## config.mk

```make
export PLATFORM = sky130hd
export DESIGN_NAME = uart_tx_port_flat
export DESIGN_NICKNAME = d
export VERILOG_FILES = /design/src/rtl/uart_tx_port_if.sv /design/src/rtl/uart_tx_port.sv /design/src/flat_wrapper.sv
export SDC_FILE = /design/constraint.sdc
export NUM_CORES = 1
export LEC_CHECK = 0
export CAP_MARGIN = 20
export CORE_ASPECT_RATIO = 2
export CORE_MARGIN = 1
export CORE_UTILIZATION = 40
export CTS_BUF_LIST = sky130_fd_sc_hd__clkbuf_8
export DETAILED_ROUTE_END_ITERATION = 6
export PLACE_DENSITY_LB_ADDON = 0.1
export SYNTH_ARGS = -nofsm -noshare
export SYNTH_HDL_FRONTEND = slang
export SYNTH_SLANG_ARGS = --single-unit
```

## constraint.sdc

```tcl
create_clock -name clk -period 4.8 [get_ports clk]
set_input_delay 0.96 -clock clk [delete_from_list [all_inputs] [get_ports clk]]
set_output_delay 0.96 -clock clk [all_outputs]
set_load 0.005 [all_outputs]
```

## src/rtl/uart_tx_port_if.sv

```systemverilog
// uart_tx_port_if: write strobe and serial-line status bundle between the datapath and the UART transmitter
interface uart_tx_port_if;
    logic [7:0] data;
    logic       load;
    logic       tx;
    logic       busy;
    logic       ready;
    logic       done;

    modport master (output data, load, input tx, busy, ready, done);
    modport slave  (input data, load, output tx, busy, ready, done);
endinterface

```

## src/rtl/uart_tx_port.sv

```systemverilog
// uart_tx_port: 8N1 LSB-first serial transmitter with a one-byte holding buffer for gapless frames
module uart_tx_port #(
    parameter int CLKS_PER_BIT = 16
) (
    input logic           clk,
    input logic           rst_n,
    uart_tx_port_if.slave bus
);
    localparam int BW = $clog2(CLKS_PER_BIT);

    typedef enum logic [1:0] {IDLE, START, DATA, STOP} state_t;

    state_t        state_q, state_d;
    logic [BW-1:0] baud_q, baud_d;
    logic [2:0]    bit_q, bit_d;
    logic [7:0]    shift_q, shift_d, buf_q, buf_d;
    logic          ready_q, ready_d, tx_q, tx_d, busy_q, busy_d, done_q, done_d;
    logic          accept, last;

    assign accept = bus.load && ready_q;
    assign last   = baud_q == BW'(CLKS_PER_BIT - 1);

    // Frame sequencing, baud/bit counting and holding-buffer management; tx/busy follow the next state
    always_comb begin
        state_d = state_q;
        bit_d   = bit_q;
        shift_d = shift_q;
        buf_d   = buf_q;
        ready_d = ready_q;
        done_d  = 1'b0;
        baud_d  = (state_q == IDLE || last) ? '0 : baud_q + 1'b1;
        case (state_q)
            IDLE: begin
                if (accept) begin
                    state_d = START;
                    shift_d = bus.data;
                end
            end
            START: begin
                if (last) begin
                    state_d = DATA;
                    bit_d   = '0;
                end
            end
            DATA: begin
                if (last) begin
                    shift_d = shift_q >> 1;
                    bit_d   = bit_q + 1'b1;
                    state_d = (bit_q == 3'd7) ? STOP : DATA;
                end
            end
            STOP: begin
                if (last) begin
                    done_d = 1'b1;
                    if (!ready_q) begin
                        state_d = START;
                        shift_d = buf_q;
                        ready_d = 1'b1;
                    end else if (accept) begin
                        state_d = START;
                        shift_d = bus.data;
                    end else begin
                        state_d = IDLE;
                    end
                end
            end
            default: state_d = IDLE;
        endcase
        if (accept && state_q != IDLE && !(state_q == STOP && last)) begin
            buf_d   = bus.data;
            ready_d = 1'b0;
        end
        tx_d   = (state_d == START) ? 1'b0 : (state_d == DATA) ? shift_d[0] : 1'b1;
        busy_d = state_d != IDLE;
    end

    // State register; reset drops any frame in flight and the buffered byte
    always_ff @(posedge clk) begin
        if (!rst_n) begin
            state_q <= IDLE;
            baud_q  <= '0;
            bit_q   <= '0;
            shift_q <= '0;
            buf_q   <= '0;
            ready_q <= 1'b1;
            tx_q    <= 1'b1;
            busy_q  <= 1'b0;
            done_q  <= 1'b0;
        end else begin
            state_q <= state_d;
            baud_q  <= baud_d;
            bit_q   <= bit_d;
            shift_q <= shift_d;
            buf_q   <= buf_d;
            ready_q <= ready_d;
            tx_q    <= tx_d;
            busy_q  <= busy_d;
            done_q  <= done_d;
        end
    end

    assign bus.tx    = tx_q;
    assign bus.busy  = busy_q;
    assign bus.ready = ready_q;
    assign bus.done  = done_q;
endmodule

```

## src/flat_wrapper.sv

```systemverilog
// flat-port wrapper written by rule: the top's interface ports become plain ports
module uart_tx_port_flat 
#(
    parameter int CLKS_PER_BIT = 16
)
  (clk, rst_n, bus_data, bus_load, bus_tx, bus_busy, bus_ready, bus_done);
  uart_tx_port_if bus_i ();
  input logic clk;
  input logic rst_n;
  input wire logic [$bits(bus_i.data)-1:0] bus_data;
  input wire logic [$bits(bus_i.load)-1:0] bus_load;
  output wire logic [$bits(bus_i.tx)-1:0] bus_tx;
  output wire logic [$bits(bus_i.busy)-1:0] bus_busy;
  output wire logic [$bits(bus_i.ready)-1:0] bus_ready;
  output wire logic [$bits(bus_i.done)-1:0] bus_done;
  assign bus_i.data = bus_data;
  assign bus_i.load = bus_load;
  assign bus_tx = bus_i.tx;
  assign bus_busy = bus_i.busy;
  assign bus_ready = bus_i.ready;
  assign bus_done = bus_i.done;
  uart_tx_port #(.CLKS_PER_BIT(CLKS_PER_BIT)) u_core (.clk(clk), .rst_n(rst_n), .bus(bus_i));
endmodule
```

==> impl_metrics.toml <==
[logic_synthesis]
synth_area_mm2 = 0.001572
async_flop_share_pct = 0
ys_types = 39
synth_enable_flop_cells = 0
ys_seq_elements = 29
yosys.area.top_type = "dfxtp_1"
yosysWarnings = 0
synth_area_per_cell_um2 = 8.228
syn_nets = 205
synth-seq-area-share_pct = 36.94
synthTopCellsByArea = "dfxtp_1, o21ai_1, a221oi_2"
synth_top_area_share_pct = 36.94
netlist_instances = 191
synth_top_flop_cell = "dfxtp_1"

[floorplanning]
start_util_pct = 42.65
fp-row-count = 31
ios = 15
core-area_mm2 = 0.003685
dieArea_mm2 = 0.004198
die_w_um = 46.32
die_height_um = 90.64

[routing]
dr.pass1.iters = 4
vias_per_cell = 5.835
routed_wirelength_um = 3962
drt-initial-drc-count = 29
post-route-drc-count = 0
routed-via-count = 1447
postRouteAntennaNets = 0
routedWlPerCell_um = 15.98

[cells_and_area]
final_common_cell = "dfxtp_1"
syn_to_final_growth_pct = 13.38
drive_above_1_share_pct = 9.045
stdcell_area_mm2 = 0.001782
antenna_cells = 0
fin_nets = 212
layout_common_cells = "dfxtp_1, nand2_1, o21ai_1, a21oi_1, clkdlybuf4s50_1"

[setup_path]
crit_fanout = 20
path_buf_inv = 1
critical_path_required_ps = 3840
rrSetupSlack_ps = 2740
max_stage_delay_ps = 770
path_class = "flip-flop to output port"
cp-start-kind = "flip-flop"
crit_path_end_kind = "output port"
path_cells = "clkdlybuf4s50_1"
arrival_ps = 1680
cpLargestDelayFamily = "flip-flops"
worst_path_max_delay_cell = "dfxtp_1"

[clock_network]
cts.path.max_buffers = 2
clockRootBuffer = "clkbuf_8"
clkSinkCount = 29
cts_htree_levels = 2
insertion_delay_ps = 280
cts_hold_repair.buffers = 0
cts.clk_slew.worst_paths_ps = 60
cts_resized = 0
cts_tree = "done"
cts_setup_buffers = 0
cts_made_buffers = 5

[timing]
fin_skew_ps = 4.200
setup_viol = 0
tns_ps = 0
tightest_slew_ps = 935.4
max_freq_ghz = 0.3790
setup_ws_ps = 2161
hold_viol = 0
rsz0062_at_grt = "no"
worst_slew_margin_rel_pct = 37.56
finalWorstPathRequiredPeriod_ps = 2639
fin_crit_sh_pct = 54.97
slew_viol_final = 0

[grt]
antenna_found_initial = 0
track_usage_pct = 21.47
grt_pass1_vias = 1466
grt-ovfl-total = 0
grt_pass1_wl_um = 6534
grt_max_degree = 26

[run_status]
status = "completed"

[pwr]
ir_worst_vdd_mv = 0.1735
totalPowerFinal_mw = 0.5336
cellPowerDensity_mw_per_mm2 = 299.5
leakage_nw = 0.6395

[place]
post-place-ws_ps = 2241
port_buffers = 14
hpwlAfterDp_um = 2889
gp_congestion = 0.8331
place_area_mm2 = 0.001702

[run]
cap_violations = 0

[hold_path]
min_path_type = "flip-flop to flip-flop"
flip-flops by register name, summed over array words and instances, names as in the netlist:
register          cells
u_core.bus.busy       1
u_core.state_q        2
u_core.buf_q          8
u_core.bus.ready      1
u_core.bus.done       1
u_core.bus.tx         1
u_core.bit_q          3
u_core.shift_q        8
u_core.baud_q         4
cell usage after synthesis (3+ instances only):
cell type  count
nor3_1         3
dfxtp_1       29
inv_1          9
a221oi_2       6
o211ai_1       3
xor2_1         3
o2bb2ai_1      6
ha_1           3
a21oi_1       14
o21ai_0        6
nor2_1         9
nand3_1       12
and3_1         3
nand2_1       23
buf_2          9
o21ai_1       23
clkbuf_1       4
layer usage:
metal,GRT usage [%],up-vias,routed length (µm)
met3,5.200,13,94
li1,-,707,-
met4,13.73,0,148
met1,21.14,699,1488
met5,0,-,0
met2,36.46,28,2230
path summary, 6_finish.rpt:
| check | cells past startpoint | endpoint | startpoint |
|---|---|---|---|
| hold / removal | 2 | u_core.buf_q[4] | u_core.buf_q[4] |
| setup / recovery | 1 | bus_ready | u_core.bus.ready |
| setup reg to reg | 4 | u_core.shift_q[3] | u_core.state_q[0] |
| hold reg to reg | 2 | u_core.buf_q[4] | u_core.buf_q[4] |
through the flow:
step / utilization, % / hold slack [ps] / cells
global route: 48.35 / 470.1 / 248
finish: 48.35 / 448.2 / 248
detailed placement: 46.18 / 444.4 / 240
CTS: 48.35 / 453.2 / 248
global placement: 46.18 / 426.8 / 240
floorplan: - / 417.9 / 191
power by group:
group / leakage [nW] / switching [mW] / internal (mW)
registers: 0.237 / 0.0155 / 0.253
clock network: 0.0519 / 0.0898 / 0.0963
logic: 0.351 / 0.0450 / 0.0345
cell type report:
type                       count  area [µm²]
sequential                    29       580.6
inverter                      10       37.54
clock inverter                 3       11.26
fill                         373        1903
timing repair buffer          15       147.6
multi-input combinational    137       874.6
tap                           49       61.31
clock buffer                   5       68.82
kinds of logic (layout without fill, tap and decap cells):
group	after synthesis	after routing	share of synthesized area, %
flip-flops	29	29	36.94
multiplexers	2	2	1.274
XOR/XNOR	3	3	1.672
adder cells (fa/ha/maj)	3	3	2.389
AND/OR/NAND/NOR	59	59	18.39
buffers and inverters	25	33	7.404
AO/OA/AOI/OAI	70	70	31.93
No activity file was read; power rests on OpenSTA's default activity.
